[src/rtl/capture_frame_receiver.sv]
// Purpose: rebuilds 128-bit capture words from the serializer's 0xA5-framed, LSB-first byte stream; drops 0x59 filler and 0x5B init words. Optional ErrCount port under RX_ERR_COUNT_EN.
// Latency: WordValid/FillerSeen/InitSeen one InCLK after the 16th data byte; SyncErr one InCLK after the bad header or expiring idle cycle.
// Backpressure: none -- every DataValid byte is consumed and downstream must accept every WordValid pulse.
module capture_frame_receiver #(
    parameter int TIMEOUT = 1024,
    parameter int CNT_W   = 11
) (
    input  logic             InCLK,
    input  logic             nRst,
    input  logic [7:0]       DataIn,
    input  logic             DataValid,
    output logic [127:0]     WordOut,
    output logic             WordValid,
    output logic             FillerSeen,
    output logic             InitSeen,
    output logic             SyncErr,
    output logic             Locked,
    output logic [CNT_W-1:0] WordCount
`ifdef RX_ERR_COUNT_EN
    ,
    output logic [7:0]       ErrCount
`endif
);

    localparam logic [7:0] SYNC_BYTE = 8'hA5;
    localparam logic [7:0] FILL_BYTE = 8'h59;
    localparam logic [7:0] INIT_BYTE = 8'h5B;

    // Idle timer only has to reach TIMEOUT-1; expiry is detected on the
    // idle cycle that would take it to TIMEOUT.
    localparam int               TMR_W    = (TIMEOUT < 2) ? 1 : $clog2(TIMEOUT + 1);
    localparam bit               TMR_EN   = (TIMEOUT > 0);
    localparam logic [TMR_W-1:0] TMR_LAST = TMR_W'((TIMEOUT > 0) ? (TIMEOUT - 1) : 0);

    typedef enum logic [1:0] {
        S_HUNT        = 2'd0,
        S_COLLECT     = 2'd1,
        S_EXPECT_SYNC = 2'd2
    } state_t;

    state_t           state;
    logic [3:0]       idx;
    logic [TMR_W-1:0] tmr;
    // Bytes 0..14 of the frame in progress; byte 15 is taken straight from
    // DataIn so the word can be classified on the cycle it completes.
    logic [119:0]     shift_q;

    logic [127:0]     frame_word;
    logic             in_frame;
    logic             last_byte;
    logic             is_filler;
    logic             is_init;
    logic             bad_hdr;
    logic             timeout_hit;
    logic             err_event;

    // Word classification and framing-error detection for the current cycle.
    always_comb begin
        frame_word  = {DataIn, shift_q};
        in_frame    = (state == S_COLLECT) || (state == S_EXPECT_SYNC);
        last_byte   = (state == S_COLLECT) && DataValid && (idx == 4'd15);
        is_filler   = (frame_word == {16{FILL_BYTE}});
        is_init     = (frame_word == {16{INIT_BYTE}});
        bad_hdr     = (state == S_EXPECT_SYNC) && DataValid && (DataIn != SYNC_BYTE);
        // An arriving byte always beats expiry: DataValid high masks the hit.
        timeout_hit = TMR_EN && in_frame && !DataValid && (tmr == TMR_LAST);
        err_event   = bad_hdr || timeout_hit;
    end

    // Framing FSM with registered status pulses, word output and counters.
    always_ff @(posedge InCLK or negedge nRst) begin
        if (!nRst) begin
            state      <= S_HUNT;
            idx        <= '0;
            tmr        <= '0;
            shift_q    <= '0;
            WordOut    <= '0;
            WordCount  <= '0;
            WordValid  <= 1'b0;
            FillerSeen <= 1'b0;
            InitSeen   <= 1'b0;
            SyncErr    <= 1'b0;
            Locked     <= 1'b0;
        end else begin
            WordValid  <= 1'b0;
            FillerSeen <= 1'b0;
            InitSeen   <= 1'b0;
            SyncErr    <= err_event;

            if (state == S_HUNT || DataValid || timeout_hit) begin
                tmr <= '0;
            end else begin
                tmr <= tmr + 1'b1;
            end

            if (timeout_hit) begin
                // Partial word is abandoned; idx restart discards it.
                state  <= S_HUNT;
                idx    <= '0;
                Locked <= 1'b0;
            end else begin
                case (state)
                    S_HUNT: begin
                        if (DataValid && DataIn == SYNC_BYTE) begin
                            state <= S_COLLECT;
                            idx   <= '0;
                        end
                    end
                    S_COLLECT: begin
                        if (DataValid) begin
                            // 0xA5 here is ordinary payload.
                            for (int k = 0; k < 15; k++) begin
                                if (idx == 4'(k)) begin
                                    shift_q[8*k +: 8] <= DataIn;
                                end
                            end
                            idx <= idx + 4'd1;
                            if (last_byte) begin
                                state <= S_EXPECT_SYNC;
                                if (is_filler) begin
                                    FillerSeen <= 1'b1;
                                end else if (is_init) begin
                                    InitSeen <= 1'b1;
                                end else begin
                                    WordValid <= 1'b1;
                                    WordOut   <= frame_word;
                                    WordCount <= WordCount + 1'b1;
                                end
                            end
                        end
                    end
                    S_EXPECT_SYNC: begin
                        if (DataValid) begin
                            if (DataIn == SYNC_BYTE) begin
                                Locked <= 1'b1;
                                state  <= S_COLLECT;
                                idx    <= '0;
                            end else begin
                                // The offending byte is consumed, not re-tried as a header.
                                Locked <= 1'b0;
                                state  <= S_HUNT;
                            end
                        end
                    end
                    default: begin
                        state  <= S_HUNT;
                        idx    <= '0;
                        Locked <= 1'b0;
                    end
                endcase
            end
        end
    end

`ifdef RX_ERR_COUNT_EN
    // Saturating count of framing errors, cleared only by reset.
    always_ff @(posedge InCLK or negedge nRst) begin
        if (!nRst) begin
            ErrCount <= '0;
        end else if (err_event && ErrCount != 8'hFF) begin
            ErrCount <= ErrCount + 8'd1;
        end
    end
`endif

endmodule

[config.mk]
export PLATFORM = sky130hd
export DESIGN_NAME = capture_frame_receiver
export DESIGN_NICKNAME = d
export VERILOG_FILES = /design/src/rtl/capture_frame_receiver.sv
export SDC_FILE = /design/constraint.sdc
export NUM_CORES = 1
export LEC_CHECK = 0
export CORE_ASPECT_RATIO = 2
export CORE_UTILIZATION = 26
export CTS_BUF_LIST = sky130_fd_sc_hd__clkbuf_16
export DETAILED_ROUTE_END_ITERATION = 10
export PLACE_DENSITY = 0.5
export SLEW_MARGIN = 0
export SYNTH_ARGS = -nofsm -noshare
export SYNTH_HDL_FRONTEND = slang
export SYNTH_SLANG_ARGS = --single-unit
[constraint.sdc]
create_clock -name InCLK -period 2.5 [get_ports InCLK]
set_input_delay 0.5 -clock InCLK [delete_from_list [all_inputs] [get_ports InCLK]]
set_output_delay 0.5 -clock InCLK [all_outputs]
set_load 0.05 [all_outputs]
==> metrics.md <==
| Metric | Value |
|---|---|
| Slowest stage delay, CP | 0.57 ns |
| Post-Syn Area | 11500 um^2 |
| P&R area growth vs syn | 33.0% |
| Worst Reg-to-Reg Cells | 7 |
| HPWL after DPL | about 25 mm |
| Synth unique cells | 46 |
| Largest net degree at the start of global routing | 77 |
| Drt first-iter violations | 269 |
| Fraction of layout cells with a size suffix above 1 | 0.330 |
| DR vias | 7312 |
| FFs w/ async S/R, synth | 1.00 |
| Die height | 300 um |
| Final setup viols | 0 |
| Count of pins over their slew limit | 0 |
| Ys Warns | 0 |
| Worst path arrival time | about 2.9 ns |
| Total I/O pin count | 155 |
| Post-route DRC | 0 |
| CTS tree | built |
| Crit path max-delay cell type | or4bb_1 |
| Mean Syn Cell Area | ~15 um^2 |
| Synthesized flop and latch total | 281 |
| Crit-path cells | or4bb_1 -> nor4_1 -> and3_4 -> a31oi_4 -> buf_12 -> buf_12 -> mux2_2 |
| Worst R2R End | WordOut[39] |
| Clock-pin slew on the worst setup and hold paths | 0.07 ns |
| Remaining antenna violation count after routing | 0 |
| Hold crit path type | in -> async |
| Num rows | 108 |
| CTS H-Tree Depth | 1 |
| Cells after synthesis | 779 |
| Total gr overflow | 0 |
| Top post-synthesis cells by area | dfrtp_1, mux2_2, mux2_1 |
| PD cells | 738 nW/um^2 |
| Starting Density | 0.264 |
| Reg area | 7030 um^2 |
| Most used DFF post-synth | dfrtp_1 |
| Max Root-Sink Buffers | 3 |
| Unrepaired setup endpoints after global routing | true |
| Yosys top cell area share | 0.611 |
| Num Clock Sinks | around 280 |
| Setup CP Type | reg -> reg |
| Final instance area | 15300 um^2 |
| Worst-Margin Slew | ~0.59 ns |
| Initial antenna violation count | 1 |
| CTS Buf Count | 26 |
| Peak VDD IR | approximately 0.47 mV |
| CP dominant cell by count | buf_12 |
| Minimum clock period | 2.48 ns |
| Result of the run | finished, final reports clean |
| Cells after DPL | 1544 |
| Place WS | -0.504 ns |
| Cell Area, Placed | 14400 um^2 |
| Die width | between 150 and 200 um |
| Mapped Nets | 800 |
| MaxCap Viol Count | 0 |
| Power, Total | 11.3 mW |
| First-pass GRT wire length | slightly above 50 mm |
| Vias per std cell | 4.59 |
| Vias in the first global route | between 7000 and 8000 |
| Post-synth EDFFs | 0 |
| Cell taking the most area after synthesis | dfrtp_1 |
| GP Congestion | 0.788 |
| Fmax | 404 MHz |
| Clk root buf | clkbuf_16 |
| Max-Slew Margin vs Limit | 0.600 |
| Area of the multi-input gates | 4330 um^2 |
| Worst Setup Slack, final | 0.0228 ns |
| TNS Setup | 0 ns |
| Skew-Pair Late Insertion Delay | between 0.5 and 0.6 ns |
| Hold Vio Cnt, Final | 0 |
| Setup Skew | a little under 0.02 ns |
| Final nets | 1048 |
| Overall Global Routing Usage | 0.153 |
| Crit path capture type | register |
| Port buffer count | 154 |
| Crit Path Max Fanout | 42 |
| Worst R2R Start | shift_q[23] |
| Layout fillers | 4263 |
| Tcrit/Tclk final | 0.991 |
| Startpoint Class | register |
| Antenna Cells | 0 |
| Avg WL per Cell | ~21 um |
| Final wirelength | 34.0 mm |
| R2R setup slack | 0.02 ns |
| Core area | 43500 um^2 |
| Pleak | 7.16 nW |
| Non-filler cells, final | 1594 |
| Overall die area | 45200 um^2 |
| Sequential fraction of the synthesis area | 0.611 |
| Iteration count of the initial detailed-routing pass | 4 |
| Worst EP required | 2.93 ns |
==> flip-flops by register name, summed over array words and instances (netlist names), 2 cells and up <==
register,cells
state,2
WordOut,128
idx,4
WordCount,11
tmr,11
shift_q,120
==> stage by stage <==
stage | hold WS [ns] | util
after floorplan | 0.204 | -
after global placement | 0.381 | 0.330
after detailed placement | 0.380 | 0.330
after CTS | 0.403 | 0.349
after global routing | 0.435 | 0.352
final | 0.412 | 0.352
==> Yosys cell counts (3+ instances only) <==
cell        n
inv_1       8
buf_6       6
buf_2       8
nor2_1     21
nor4_1     10
or4bb_1     6
xor2_1      7
dfrtp_1   281
mux2_2    200
o21ai_0     8
ha_1       10
nand4_1    20
nor4bb_1   19
nor2b_1     3
and3_1      4
nor3_1      5
clkbuf_1   17
or4b_1      3
nand2_1    32
nand4b_1    4
and4b_1     8
mux2_1     49
xnor2_1    11
nand3_1    11
==> worst max-delay path, delay by kind of cell (launching register included) <==
kind / cells / cell delay (ns)
compound gates: 1 / 0.08
simple gates: 3 / 1.23
buf+inv: 2 / 0.35
flops: 1 / 0.37
mux: 1 / 0.30
==> cell families (layout without fill, tap and decap cells) <==
logic type               count (synthesis)  after routing  synth area share
adder cells (fa/ha/maj)                 10             10            0.0109
flip-flops                             281            281             0.611
XOR/XNOR                                18             18            0.0137
multiplexers                           251            251             0.245
AO/OA/AOI/OAI                           21             21            0.0129
buffers and inverters                   39            304            0.0175
AND/OR/NAND/NOR                        159            159            0.0885
==> how the worst max path moves through the flow <==
stage | startpoint | end | slack, ns | cells after the start
floorplan | DataValid | WordOut[100] | 0.15 | 8
global placement | DataIn[4] | idx[3] | -0.55 | 8
detailed placement | DataIn[4] | idx[3] | -0.50 | 8
CTS | shift_q[90] | WordOut[83] | 0.009 | 7
global route | shift_q[66] | WordOut[29] | -0.03 | 8
finish | shift_q[23] | WordOut[39] | 0.02 | 7
==> layer usage <==
metal,GRT usage,vias up,routed length (um),share of wire
met5,0,-,0,0
met4,0.0445,0,735,0.022
met3,0.0216,44,1280,0.038
met2,0.289,148,19100,0.56
met1,0.173,3807,12900,0.38
li1,-,3313,-,-
==> cells in the final DEF (no fill, tap or decap), drive strengths merged, types with 9 or more instances in the layout <==
cell / n
o21ai: 9
inv: 15
buf: 95
nand2: 32
mux2: 249
nand4: 20
xnor2: 11
nor2: 21
nor4: 11
clkdlybuf4s50: 152
dfrtp: 281
ha: 10
nand3: 11
clkbuf: 29
nor4bb: 19
==> where the power goes <==
group	leakage (nW)	internal (mW)	switching, mW	total [mW]
combinational	2.91	0.992	0.810	1.80
clock	0.402	2.06	1.76	3.82
sequential	3.86	5.11	0.561	5.67
total	7.16	8.16	3.13	11.3
==> final cells by class <==
type / count / share of cell area
timing repair buffer: 251 / 0.158
tap: 550 / 0.0450
inverter: 8 / 0.00196
sequential: 281 / 0.460
multi-input combinational: 459 / 0.283
clock inverter: 18 / 0.00769
clock buffer: 27 / 0.0442
==> what timing repair did <==
item	4_1_cts	5_1_grt
gates resized for setup	2	10
endpoints found under the setup margin	13	131
buffers inserted	0	1
hold endpoints to repair	22	0
hold buffers	1	0
pin swaps	0	3
gates cloned	0	3
Note: power is estimated with default switching activity, not from simulation.
